$ cat src/rtl/bus_arbiter.sv
// Two-port (data, fetch) Wishbone classic master arbiter with fixed data-first priority.
// Optional ack timeout is built in when BUS_ARB_TIMEOUT_EN is defined.
//
// state  | meaning
// IDLE   | no bus cycle; grants a pending data request, else a pending fetch
// BUS_DM | data access on the bus, waiting for ack
// BUS_IF | fetch access on the bus, waiting for ack
module bus_arbiter #(
    parameter int TIMEOUT_CYCLES = 255
) (
    input  logic        clk,
    input  logic        rst,

    input  logic        if_ce_i,
    input  logic [31:0] if_addr_i,
    output logic [31:0] if_data_o,
    output logic        if_stallreq_o,

    input  logic        dm_ce_i,
    input  logic        dm_we_i,
    input  logic [3:0]  dm_sel_i,
    input  logic [31:0] dm_addr_i,
    input  logic [31:0] dm_data_i,
    output logic [31:0] dm_data_o,
    output logic        dm_stallreq_o,

    input  logic        advance_i,
    input  logic        flush_i,

    output logic        bus_cyc_o,
    output logic        bus_stb_o,
    output logic        bus_we_o,
    output logic [3:0]  bus_sel_o,
    output logic [31:0] bus_adr_o,
    output logic [31:0] bus_dat_o,
    input  logic [31:0] bus_dat_i,
    input  logic        bus_ack_i
);

    typedef enum logic [1:0] {
        IDLE   = 2'd0,
        BUS_DM = 2'd1,
        BUS_IF = 2'd2
    } state_t;

    state_t      state_q;
    logic        dm_valid_q;
    logic        if_valid_q;
    logic [31:0] if_data_q;
    logic [31:0] dm_data_q;
    logic        bus_cyc_q;
    logic        bus_we_q;
    logic [3:0]  bus_sel_q;
    logic [31:0] bus_adr_q;
    logic [31:0] bus_dat_q;

    logic        xfer_done;
    logic [31:0] xfer_data;

`ifdef BUS_ARB_TIMEOUT_EN
    localparam int TW = ($clog2(TIMEOUT_CYCLES + 1) > 8) ? $clog2(TIMEOUT_CYCLES + 1) : 8;

    logic [TW-1:0] tmo_cnt_q;
    logic          tmo_hit;

    // Reloaded while idle so every grant starts a fresh wait window.
    always_ff @(posedge clk) begin
        if (rst) begin
            tmo_cnt_q <= '0;
        end else if (state_q == IDLE) begin
            tmo_cnt_q <= TW'(TIMEOUT_CYCLES - 1);
        end else if (tmo_cnt_q != '0) begin
            tmo_cnt_q <= tmo_cnt_q - 1'b1;
        end
    end

    assign tmo_hit   = (tmo_cnt_q == '0);
    assign xfer_done = bus_ack_i | tmo_hit;
    assign xfer_data = bus_ack_i ? bus_dat_i : 32'hFFFF_FFFF;
`else
    logic unused_timeout;

    // The limit only matters when the timeout is built in.
    assign unused_timeout = (TIMEOUT_CYCLES == 0);
    assign xfer_done      = bus_ack_i;
    assign xfer_data      = bus_dat_i;
`endif

    assign dm_stallreq_o = dm_ce_i & ~dm_valid_q;
    assign if_stallreq_o = if_ce_i & ~if_valid_q;

    always_ff @(posedge clk) begin
        if (rst) begin
            state_q    <= IDLE;
            dm_valid_q <= 1'b0;
            if_valid_q <= 1'b0;
            if_data_q  <= 32'h0;
            dm_data_q  <= 32'h0;
            bus_cyc_q  <= 1'b0;
            bus_we_q   <= 1'b0;
            bus_sel_q  <= 4'h0;
            bus_adr_q  <= 32'h0;
            bus_dat_q  <= 32'h0;
        end else if (flush_i) begin
            state_q    <= IDLE;
            dm_valid_q <= 1'b0;
            if_valid_q <= 1'b0;
            bus_cyc_q  <= 1'b0;
        end else begin
            if (advance_i) begin
                dm_valid_q <= 1'b0;
                if_valid_q <= 1'b0;
            end
            // A completing access sets its own flag after the advance clear above.
            case (state_q)
                IDLE: begin
                    if (dm_ce_i && !dm_valid_q) begin
                        state_q   <= BUS_DM;
                        bus_cyc_q <= 1'b1;
                        bus_we_q  <= dm_we_i;
                        bus_sel_q <= dm_sel_i;
                        bus_adr_q <= dm_addr_i;
                        bus_dat_q <= dm_data_i;
                    end else if (if_ce_i && !if_valid_q) begin
                        state_q   <= BUS_IF;
                        bus_cyc_q <= 1'b1;
                        bus_we_q  <= 1'b0;
                        bus_sel_q <= 4'hF;
                        bus_adr_q <= if_addr_i;
                    end
                end
                BUS_DM: begin
                    if (xfer_done) begin
                        state_q    <= IDLE;
                        bus_cyc_q  <= 1'b0;
                        dm_valid_q <= 1'b1;
                        if (!bus_we_q) begin
                            dm_data_q <= xfer_data;
                        end
                    end
                end
                BUS_IF: begin
                    if (xfer_done) begin
                        state_q    <= IDLE;
                        bus_cyc_q  <= 1'b0;
                        if_valid_q <= 1'b1;
                        if_data_q  <= xfer_data;
                    end
                end
                default: begin
                    state_q   <= IDLE;
                    bus_cyc_q <= 1'b0;
                end
            endcase
        end
    end

    assign if_data_o = if_data_q;
    assign dm_data_o = dm_data_q;
    assign bus_cyc_o = bus_cyc_q;
    assign bus_stb_o = bus_cyc_q;
    assign bus_we_o  = bus_we_q;
    assign bus_sel_o = bus_sel_q;
    assign bus_adr_o = bus_adr_q;
    assign bus_dat_o = bus_dat_q;

endmodule

$ cat config.mk
export PLATFORM = sky130hd
export DESIGN_NAME = bus_arbiter
export DESIGN_NICKNAME = d
export VERILOG_FILES = /design/src/rtl/bus_arbiter.sv
export SDC_FILE = /design/constraint.sdc
export NUM_CORES = 1
export LEC_CHECK = 0
export CAP_MARGIN = 20
export CORE_MARGIN = 1
export CORE_UTILIZATION = 37
export DETAILED_ROUTE_END_ITERATION = 10
export PLACE_DENSITY = 0.76
export SLEW_MARGIN = 15
export SYNTH_ARGS = -nofsm -noshare
export SYNTH_HDL_FRONTEND = slang
export SYNTH_SLANG_ARGS = --single-unit
$ cat constraint.sdc
create_clock -name clk -period 2 [get_ports clk]
set_input_delay 0.4 -clock clk [delete_from_list [all_inputs] [get_ports clk]]
set_output_delay 0.4 -clock clk [all_outputs]
set_load 0.05 [all_outputs]
==> flow_summary.ini <==
[synth]
yosys_warnings = 0
synthMuxAreaShare = 0.0572
synth_edf_count = 0
synth_fp_nets = 831
synth_area_per_cell_sq_um = 8.40
yosys.area_share.adder = 0.00650
syn_inst = 688
synth_area_sq_mm = 0.00578
synth_compound_area_frac = 0.172
yosys_register_bits = 138
async_flop_share = 0
synth_top_family_by_area = simple AND/OR/NAND/NOR gates
synth-xor-area-share = 0
ys_seq_area_frac = 0.478
synth-simple-area-share = 0.231
ys.flop_type = dfxtp_1
synth.distinct_cells = 29

[clock_tree]
clock_latency_ns = 0.42
cts_max_path_buffers = 2
cts_buffers = 17
path_clk_slew_ns = 0.06
cts_sinks = 138
ctsResizeCount = 12
cts_tree = done
cts_setup_buffers = 0
root_buffer = clkbuf_16
hold_buffers = 0
htreeDepth = 4

[sta]
setup_violations = 0
slew_violations = 0
relSlewSlack = 0.622
tightestPinTransition_ns = 0.569
finalCriticalPeriod_ns = 1.97
final.setup.worst_slack_ns = 0.0307
min_period_over_period = 0.985
hold_violations = 0
rsz0062_at_grt = no
clock_skew_ns = 0.00806
setup_tns_ns = 0
max_freq_mhz = 508

[route]
drt-wirelength-per-cell_um = 15.1
dr.pass1.iters = 5
drcViolationCount = 0
vias = 5671
routed_wl_um = 17300
viasPerCell = 4.96
drtIter0Drc = 376
antenna_left = 0

[outcome]
outcome = finished clean

[die]
pin_count = 277
rows = 45
die_area_sq_mm = 0.0161
chipHeight_um = 127
die_w_um = 127
core-area_sq_mm = 0.0152
initial_core_util = 0.380

[layout]
syn_to_final_growth_pct = 63.5
num-fill-cells = 1334
final_cell_mix = 227 x clkdlybuf4s50_1, 226 x nand2_1, 138 x dfxtp_1, 99 x a21oi_1, 35 x nand3_1
mostFrequentLayoutCell = clkdlybuf4s50_1
nets = 1087
drive_gt1_frac = 0.0952
finish.instance_area_sq_mm = 0.00944
final-seq-area_sq_mm = 0.00276
multi_input_area_sq_mm = 0.00273
antenna_cells = 0

[power]
cellLeakagePower_nw = 4.03
ir_drop_mv = 0.600
p_per_area_mw_per_mm2 = 794

[worst_setup_path]
crit_buf_inv = 1
crit_family = buffers and inverters
cp_data_required_time_ns = 1.60
critical_path_peak_fanout = 2
slowest_delay_ns = 0.82
worstPathCellList = clkdlybuf4s50_1
worstPathArrival_ns = 1.57
critPathSlowestCell = clkdlybuf4s50_1
startpoint_type = flop
crit_type = reg2out
crit_path_end_kind = output pin

[flow_run]
cap_violations = 0

[global_route]
antenna_found_initial = 0
overflow = 0
grt_max_degree = 80
grt_pass1_vias = 5353
grt_use_total = 0.213
grt_pass1_wl_um = 26900

[placed_design]
placed_area_sq_mm = 0.00879
pre_cts_slack_ns = 0.0192
dp_hpwl_um = 12000
portBuffers = 276
routabilityCongestion = 0.774

[min_path]
hp-class = in2reg
[synthesized netlist by cell type, types with 5 or more instances]
cell | instances | area, sq um
a21oi_1 | 99 | 495
buf_2 | 19 | 95.1
buf_6 | 5 | 56.3
clkbuf_1 | 27 | 101
dfxtp_1 | 138 | 2760
mux2i_1 | 33 | 330
nand2_1 | 226 | 848
nand3_1 | 35 | 175
nor2b_1 | 33 | 206
o211ai_2 | 30 | 375
o221a_1 | 5 | 56.3
[power breakdown]
group          internal, mW  switching (mW)  leakage [nW]  total, mW
Sequential             2.86          0.0572          1.12       2.92
Combinational         0.612           0.793          2.64       1.40
Clock                  1.99            1.18         0.276       3.17
Total                  5.46            2.03          4.03       7.50
[cell type report]
type	instances	area share
well taps	188	0.0249
flip-flops and latches	138	0.293
inverters	6	0.00239
multi-input cells	485	0.289
clock buffers	21	0.0477
clock inverters	10	0.0151
repair buffers	296	0.328
[metal layers]
layer	up-vias	global-route usage	wire, um
met5	-	0	0
met3	33	0.0574	1030
met4	0	0.0917	420
met2	201	0.369	8550
met1	2613	0.246	7250
li1	2824	-	-
[cells by family after synthesis]
kind of cell             Yosys count
flip-flops                       138
adder cells (fa/ha/maj)            3
buffers and inverters             65
AND/OR/NAND/NOR                  308
AO/OA/AOI/OAI                    141
multiplexers                      33
[stage by stage]
stage          power (mW)  cells   util  hold WS (ns)
2_1_floorplan        3.77    688      -         0.482
3_3_place_gp         4.39   1113  0.578         0.441
3_5_place_dp         4.40   1113  0.578         0.445
4_1_cts              7.57   1144  0.616         0.367
5_1_grt              7.77   1144  0.621         0.395
6_report             7.50   1144  0.621         0.382
[flip-flops by register name (all words and copies together) (netlist names)]
| name | cells |
|---|---|
| dm_data_o | 32 |
| if_valid_q | 1 |
| bus_dat_o | 32 |
| bus_sel_o | 4 |
| if_data_o | 32 |
| bus_we_o | 1 |
| bus_cyc_o | 1 |
| bus_adr_o | 32 |
| state_q | 2 |
| dm_valid_q | 1 |
[final timing paths]
check | start | end | slack [ns] | cells after the start
max | dm_data_o[13] | dm_data_o[13] | 0.03 | 1
min | rst | bus_adr_o[15] | 0.38 | 4
max reg2reg | state_q[0] | bus_adr_o[2] | 0.36 | 5
min reg2reg | bus_dat_o[26] | bus_dat_o[26] | 0.45 | 2
Power figures use the tool's default switching activity.
